===== src/rtl/multi_tone_buzzer_if.sv =====
// multi_tone_buzzer_if: CPU I/O bus connection for the multi-channel tone generator
// master drives Select, Write_enable, Read_enable, Address[5:0] and Write_data_in[15:0];
// the slave (the peripheral) returns the registered Read_data_out[15:0].
interface multi_tone_buzzer_if;
  logic        Write_enable;
  logic        Read_enable;
  logic        Select;
  logic [5:0]  Address;
  logic [15:0] Write_data_in;
  logic [15:0] Read_data_out;
  modport master(output Write_enable, Read_enable, Select, Address, Write_data_in, input Read_data_out);
  modport slave(input Write_enable, Read_enable, Select, Address, Write_data_in, output Read_data_out);
endinterface


===== src/rtl/multi_tone_buzzer.sv =====
// multi_tone_buzzer: memory-mapped square-wave generator with CHANNELS independent tone channels
// clock/reset: single clock, synchronous active-high reset
// bus: slave side of the CPU I/O bus (Address[2:1] register, Address[5:3] channel)
// Tone_out: per-channel registered square waves; Buzzer_output: OR of all Tone_out bits
module multi_tone_buzzer #(
  parameter int CHANNELS  = 2,
  parameter int PRESCALE  = 50000,
  parameter int DUR_WIDTH = 16
) (
  input  logic                clock,
  input  logic                reset,
  multi_tone_buzzer_if.slave  bus,
  output logic [CHANNELS-1:0] Tone_out,
  output logic                Buzzer_output
);
  localparam int PW = $clog2(PRESCALE);
  logic [PW-1:0]        pre;
  logic                 tick;
  logic [15:0]          period    [CHANNELS];
  logic [DUR_WIDTH-1:0] duration  [CHANNELS];
  logic [DUR_WIDTH-1:0] remaining [CHANNELS];
  logic [15:0]          count     [CHANNELS];
  logic [CHANNELS-1:0]  active, done, level;
  logic                 wr, rd;
  logic [2:0]           ch;
  logic [1:0]           sel;
  logic [15:0]          rdata;
  assign wr            = bus.Select & bus.Write_enable;
  assign rd            = bus.Select & bus.Read_enable;
  assign ch            = bus.Address[5:3];
  assign sel           = bus.Address[2:1];
  assign tick          = pre == PW'(PRESCALE - 1);
  assign Tone_out      = level;
  assign Buzzer_output = |level;
  always_ff @(posedge clock) begin
    if (reset) pre <= '0;
    else       pre <= tick ? '0 : pre + PW'(1);
  end
  // Bus writes are applied last so a CONTROL write beats a coincident expiry tick.
  always_ff @(posedge clock) begin
    if (reset) begin
      for (int i = 0; i < CHANNELS; i++) begin
        period[i]    <= '0;
        duration[i]  <= '0;
        remaining[i] <= '0;
        count[i]     <= '0;
      end
      active <= '0;
      done   <= '0;
      level  <= '0;
    end else begin
      for (int i = 0; i < CHANNELS; i++) begin
        if (active[i] && period[i] != 16'd0) begin
          count[i] <= count[i] == period[i] ? 16'd0 : count[i] + 16'd1;
          if (count[i] == period[i]) level[i] <= ~level[i];
        end
        // remaining is 0 for an unlimited note, so it never counts down
        if (active[i] && tick && remaining[i] != '0) begin
          remaining[i] <= remaining[i] - DUR_WIDTH'(1);
          if (remaining[i] == DUR_WIDTH'(1)) begin
            active[i] <= 1'b0;
            level[i]  <= 1'b0;
            done[i]   <= 1'b1;
          end
        end
        if (wr && ch == 3'(i)) begin
          if (sel == 2'd0) begin
            period[i] <= bus.Write_data_in;
            count[i]  <= '0;
            level[i]  <= 1'b0;
          end
          if (sel == 2'd1) duration[i] <= bus.Write_data_in[DUR_WIDTH-1:0];
          if (sel == 2'd2) begin
            active[i] <= bus.Write_data_in[0];
            count[i]  <= '0;
            level[i]  <= 1'b0;
            if (bus.Write_data_in[0]) begin
              done[i]      <= 1'b0;
              remaining[i] <= duration[i];
            end
          end
        end
      end
    end
  end
  always_comb begin
    rdata = '0;
    for (int i = 0; i < CHANNELS; i++)
      if (ch == 3'(i))
        rdata = sel == 2'd0 ? period[i] :
                sel == 2'd1 ? 16'(duration[i]) :
                sel == 2'd2 ? {15'd0, active[i]} :
                              {13'd0, level[i], done[i], active[i]};
  end
  always_ff @(posedge clock) begin
    if (reset)   bus.Read_data_out <= '0;
    else if (rd) bus.Read_data_out <= rdata;
  end
endmodule

===== src/flat_wrapper.sv =====
// flat-port wrapper written by rule: the top's interface ports become plain ports
module multi_tone_buzzer_flat 
#(
  parameter int CHANNELS  = 2,
  parameter int PRESCALE  = 50000,
  parameter int DUR_WIDTH = 16
)
  (clock, reset, Tone_out, Buzzer_output, bus_Write_enable, bus_Read_enable, bus_Select, bus_Address, bus_Write_data_in, bus_Read_data_out);
  multi_tone_buzzer_if bus_i ();
  input  logic clock;
  input  logic reset;
  output logic [CHANNELS-1:0] Tone_out;
  output logic Buzzer_output;
  input wire logic [$bits(bus_i.Write_enable)-1:0] bus_Write_enable;
  input wire logic [$bits(bus_i.Read_enable)-1:0] bus_Read_enable;
  input wire logic [$bits(bus_i.Select)-1:0] bus_Select;
  input wire logic [$bits(bus_i.Address)-1:0] bus_Address;
  input wire logic [$bits(bus_i.Write_data_in)-1:0] bus_Write_data_in;
  output wire logic [$bits(bus_i.Read_data_out)-1:0] bus_Read_data_out;
  assign bus_i.Write_enable = bus_Write_enable;
  assign bus_i.Read_enable = bus_Read_enable;
  assign bus_i.Select = bus_Select;
  assign bus_i.Address = bus_Address;
  assign bus_i.Write_data_in = bus_Write_data_in;
  assign bus_Read_data_out = bus_i.Read_data_out;
  multi_tone_buzzer #(.CHANNELS(CHANNELS), .PRESCALE(PRESCALE), .DUR_WIDTH(DUR_WIDTH)) u_core (.clock(clock), .reset(reset), .bus(bus_i), .Tone_out(Tone_out), .Buzzer_output(Buzzer_output));
endmodule

===== config.mk =====
export PLATFORM = sky130hd
export DESIGN_NAME = multi_tone_buzzer_flat
export DESIGN_NICKNAME = d
export VERILOG_FILES = /design/src/rtl/multi_tone_buzzer_if.sv /design/src/rtl/multi_tone_buzzer.sv /design/src/flat_wrapper.sv
export SDC_FILE = /design/constraint.sdc
export NUM_CORES = 1
export LEC_CHECK = 0
export ABC_AREA = 1
export CAP_MARGIN = 40
export CORE_MARGIN = 2
export CORE_UTILIZATION = 45
export CTS_CLUSTER_DIAMETER = 50
export DETAILED_ROUTE_END_ITERATION = 10
export PLACE_DENSITY = 0.75
export SYNTH_ARGS = -nofsm -noshare
export SYNTH_HDL_FRONTEND = slang
export SYNTH_SLANG_ARGS = --single-unit

===== constraint.sdc =====
create_clock -name clock -period 2.68 [get_ports clock]
set_input_delay 0.268 -clock clock [delete_from_list [all_inputs] [get_ports clock]]
set_output_delay 0.268 -clock clock [all_outputs]
set_load 0.1 [all_outputs]

Word level (Yosys, flattened, before mapping)
Memory sizes are Yosys's and may differ from the RTL's.
Cells that the tools add are included.
Widths: inputs -> output; s select.
- bits in registers: 38
- bits in latches: 0
- RAM bits: 128
- memory bits (read-only): 0
- bits of input ports: 27
- output and inout bits: 19
- word-level logic and storage cells: 155
- memories kept: 4
- memories (memory ; depth ; bits a word ; rd ports ; clocked after Yosys merged registers in ; wr ports ; RTL line ; source):
    u_core.count ; 2 ; 16 ; 2 ; 0 ; 2 ; multi_tone_buzzer.sv:22 ; logic [15:0] count [CHANNELS];
    u_core.duration ; 2 ; 16 ; 2 ; 0 ; 2 ; multi_tone_buzzer.sv:20 ; logic [DUR_WIDTH-1:0] duration [CHANNELS];
    u_core.period ; 2 ; 16 ; 2 ; 0 ; 2 ; multi_tone_buzzer.sv:19 ; logic [15:0] period [CHANNELS];
    u_core.remaining ; 2 ; 16 ; 2 ; 0 ; 2 ; multi_tone_buzzer.sv:21 ; logic [DUR_WIDTH-1:0] remaining [CHANNELS];
- $add $sub $neg: 5
- multipliers: 0
- divide/modulo/power cells: 0
- magnitude comparators: 0
- equality and inequality tests: 8
- shifts and indexed selects: 0
- multiplexer cells: 99
- bitwise gates (word level): 18
- reductions and logical operators: 16
- operator list (operator ; count):
    $mux 16 ; 22
    $mux 1 ; 75
    $reduce_bool 16->1 ; 4
    $add 16x1->16 const B ; 3
    $eq 16x1->1 const B ; 2
    $eq 16x16->1 ; 2
    $sub 16x1->16 const B ; 2
    $eq 16x16->1 const B ; 1
    $or 1x1->1 ; 14
    $logic_and 1x1->1 ; 8
    $mux 3 ; 2
    $reduce_or 2->1 ; 2
    $eq 3x1->1 const B ; 1
    $logic_not 3->1 ; 1
    $and 1x1->1 ; 2
    $eq 2x1->1 const B ; 1
    $eq 2x2->1 const B ; 1
    $logic_not 2->1 ; 1
    $not 1->1 ; 2

Logic depth before layout (Yosys ltp)
Gate-level depths: netlist (run 1).
An unclocked memory read counts as a cell.
- word-level depth: 9
- depth in mapped cells: 12
- gate-level depth less buffers: 11

Worst setup path after synthesis (run 1)
Ideal clock, no wire load.
- path kind: input to register
- start: input bus_Address[2]
- end: memory u_core.period[0][0], enable pin
- library setup time: 0.414 ns
- arrival: 1.986 ns
- required time: 2.266 ns
- path slack: 0.280 ns
- stages: 4
- buffers on the path: 1
- path through: inv_2 > nand2_1 > buf_2 > o31ai_1
- RTL lines (item ; RTL line ; source):
    from (decl) ; flat_wrapper.sv:17 ; input wire logic [$bits(bus_i.Address)-1:0] bus_Address;
    to (decl) ; multi_tone_buzzer.sv:19 ;

==> results of run 1 <==
==> cells in the mapped netlist (all sizes together), types with 2 or more instances <==
library cell / number
edfxtp: 112
o22ai: 9
a31oi: 3
inv: 172
nand4: 23
xor2: 43
dfxtp: 54
nor2: 200
buf: 31
o31ai: 3
clkbuf: 2
xnor2: 10
nor3b: 2
o21ai: 39
o211ai: 16
o21a: 2
nand3: 116
ha: 9
a21oi: 29
nor3: 19
nand3b: 2
nand2: 268
==> placed cells by master (no fill, tap or decap), types with 3 or more instances in the layout <==
| cell | netlist | final |
|---|---|---|
| nor2_1 | 194 | 194 |
| ha_1 | 9 | 9 |
| nor3_1 | 17 | 17 |
| nand2_1 | 265 | 265 |
| edfxtp_1 | 112 | 112 |
| inv_2 | 3 | 3 |
| o21ai_1 | 3 | 5 |
| xnor2_1 | 10 | 10 |
| bufinv_16 | 0 | 4 |
| nor2_2 | 5 | 5 |
| dfxtp_1 | 54 | 54 |
| o21ai_2 | 3 | 3 |
| inv_6 | 0 | 5 |
| o211ai_1 | 15 | 15 |
| clkbuf_16 | 0 | 17 |
| o22ai_1 | 9 | 9 |
| nand4_1 | 23 | 23 |
| o21ai_0 | 33 | 31 |
| inv_1 | 169 | 169 |
| xor2_1 | 43 | 43 |
| a31oi_1 | 3 | 3 |
| nand3_1 | 115 | 115 |
| nand2_2 | 3 | 3 |
| clkdlybuf4s50_1 | 0 | 25 |
| buf_4 | 2 | 43 |
| clkinv_4 | 0 | 4 |
| a21oi_1 | 28 | 28 |
==> cells by family (layout without fill, tap and decap cells) <==
logic type | Yosys count | after routing | share of synthesized area
AO/OA/AOI/OAI | 103 | 103 | 0.06693
flip-flops | 166 | 166 | 0.4872
AND/OR/NAND/NOR | 633 | 633 | 0.2924
adder cells (fa/ha/maj) | 9 | 9 | 0.01234
XOR/XNOR | 53 | 53 | 0.05088
buffers and inverters | 205 | 272 | 0.09025
==> power by group through the flow <==
stage / combinational [uW] / sequential, uW / clock (uW)
detailed placement: 559 / 2980 / 0
floorplan: 286 / 3050 / 0
global placement: 551 / 2980 / 0
CTS: 565 / 2920 / 2710
finish: 569 / 2920 / 2700
global route: 619 / 2930 / 2810
==> layout make-up <==
class                   instances  area share
clock buffers                  17     0.04051
inverters                     172     0.06148
well taps                     270     0.03217
flip-flops and latches        166      0.4232
clock inverters                15     0.02049
repair buffers                 68     0.05457
multi-input cells             798      0.3676
==> routing by layer <==
metal	part of all wire	GRT usage	up-vias
met4	0.023	0.07670	0
met5	0	0	-
met1	0.41	0.2887	3631
li1	-	-	3901
met2	0.48	0.3722	333
met3	0.083	0.04844	40
==> path summary, 6_finish.rpt <==
check / startpoint / to / slack (ps)
setup / recovery: u_core.remaining[0][0]$_SDFFCE_PN0P_ / u_core.remaining[1][15]$_DFFE_PP_ / 390
hold reg to reg: u_core.pre[0]$_SDFF_PP0_ / u_core.pre[0]$_SDFF_PP0_ / 460
setup reg to reg: u_core.remaining[0][0]$_SDFFCE_PN0P_ / u_core.remaining[1][15]$_DFFE_PP_ / 390
hold / removal: u_core.pre[0]$_SDFF_PP0_ / u_core.pre[0]$_SDFF_PP0_ / 460
==> worst register-to-register path, delay by kind of cell (launching register included) <==
family                     cells  cell delay [ps]
adders and majority gates      1              220
buffers and inverters          1              180
DFF                            1              390
and+or+nand+nor                7             1250
==> state kept, by name, summed over array words and instances, names as in the netlist <==
signal,flops
u_core.pre,16
u_core.count,32
u_core.bus.Read_data_out,16
u_core.Tone_out,2
u_core.period,32
u_core.duration,32
u_core.remaining,32
u_core.done,2
u_core.active,2
==> stage by stage <==
step / power (uW) / area, um2
floorplan: 3332 / 9123
global placement: 3526 / 9861
detailed placement: 3536 / 9861
CTS: 6198 / 10500
global route: 6367 / 10500
finish: 6191 / 10500
==> reports/metrics.yaml, run 1 <==
hold_path.class: "reg2reg"
path_buf_inv: 1
hold_viol: 0
crit_type: "reg2reg"
path_cells: "inv_1 -> ha_1 -> nand2_1 -> nor2_1 -> nand2_1 -> nand4_1 -> nand3_2 -> nand2_1 -> nand2_1"
synth_edf_count: 112
portBuffers: 44
numCtsBuffers: 17
whs_path_depth: 1
dp.cells: 1474
ys_types: 40
track_usage: 0.2230
final_cells: 1506
area_delta_synth_final_pct: 15.11
synth_nets: 1205
power_density_nw_per_um2: 589.6
die_x_um: 146.4
endpoint_kind: "register"
drive_above_1_share: 0.07929
ys_seq_area_frac: 0.4872
rsz0062_at_grt: "false"
ys_ff_latch: 166
relSlewSlack: 0.5387
p_int_uw: 4594
holdBufCountCts: 0
finalCritPeriodShare: 0.8541
fp.dieArea_um2: 21430
run_status: "finished, final reports clean"
wl_per_cell_um: 15.59
grt_max_degree: 33
hpwl_um: 17540
p_sw_uw: 1597
core_area_um2: 20040
cts_sinks: 166
rows: 52
synth_top_area_cell: "edfxtp_1"
tightest_slew_ps: 689.9
critPathMaxStageDelay_ps: 520
crit_fanout: 32
die_y_um: 146.4
pwr-share-comb: 0.092
place_ws_ps: 163.8
multi_input_area_um2: 3860
postCtsSetupRepairBufs: 0
cp_data_arrival_time_ps: 2470
clkSlewWorstSetupHoldPaths_ps: 70
rr_worst_depth: 9
holdWs_ps: 464.2
grt_pass1_wl_um: 37250
ir_worst_vdd_v: 0.0003737
viasPerCell: 5.249
gp_congestion: 0.9810
cts_tree: "done"
timing.setup.tns_ps: 0
yosysTopAreaCellShare: 0.3687
start_util: 0.4552
power.leakage_uw: 0.004566
worstSetupStartpointType: "register"
dr.pass1.iters: 5
setup_ws_ps: 391.1
cts_resized: 0
drt_iter0_markers: 838
grt_pass1_vias: 7385
async_flop_share: 0
route.detailed.drc: 0
htreeDepth: 4
ys.flop_type: "edfxtp_1"
insertion_delay_ps: 440
crit_top_cell: "nand2_1"
antenna_found_initial: 0
fin_worst_skew_ps: 10.27
swShare: 0.2580
slowest_stage: "nand3_2"
cts-root-buf: "clkbuf_16"
syn_area_per_cell_um2: 7.804
grt_overflow: 0
routed_wl_um: 23470
finalMaxSlewViolations: 0
antenna_left: 0
yosys-top-cells-area: "edfxtp_1 37%, dfxtp_1 12%, nand2_1 11%"
synth_cells: 1169
cp.depth: 9
fillCellCount: 1904
synth_area_um2: 9122
cpLargestDelayFamily: "simple AND/OR/NAND/NOR gates"
ys_warn_count: 0
p_clk_frac: 0.436
max_freq_mhz: 436.9
vias: 7905
fin_nets: 1259
final_util: 0.5240
seq_power_share: 0.472
worstPathRequired_ps: 2860
maxCapViolations: 0
diodes: 0
seqCellArea_um2: 4444
setup_viol: 0
finalCriticalPeriod_ps: 2289
cts.path.max_buffers: 2
io_pins: 46
Power figures use the tool's default switching activity.
==> run 2: changes to the inputs <==
--- a/config.mk
+++ b/config.mk
@@ -10,6 +10,7 @@
 export CORE_MARGIN = 2
 export CORE_UTILIZATION = 45
 export CTS_CLUSTER_DIAMETER = 50
+export CTS_CLUSTER_SIZE = 16
 export DETAILED_ROUTE_END_ITERATION = 10
 export PLACE_DENSITY = 0.75
 export SYNTH_ARGS = -nofsm -noshare
==> results of run 2 <==
No change in the layout: final DEF, timing and power equal those of run 1.
==> run 3: changes to the inputs <==
--- a/config.mk
+++ b/config.mk
@@ -13,6 +13,7 @@
 export CTS_CLUSTER_SIZE = 16
 export DETAILED_ROUTE_END_ITERATION = 10
 export PLACE_DENSITY = 0.75
+export SETUP_SLACK_MARGIN = 0.1
 export SYNTH_ARGS = -nofsm -noshare
 export SYNTH_HDL_FRONTEND = slang
 export SYNTH_SLANG_ARGS = --single-unit
==> results of run 3 <==
No change in the layout: final DEF, timing and power equal those of run 1.
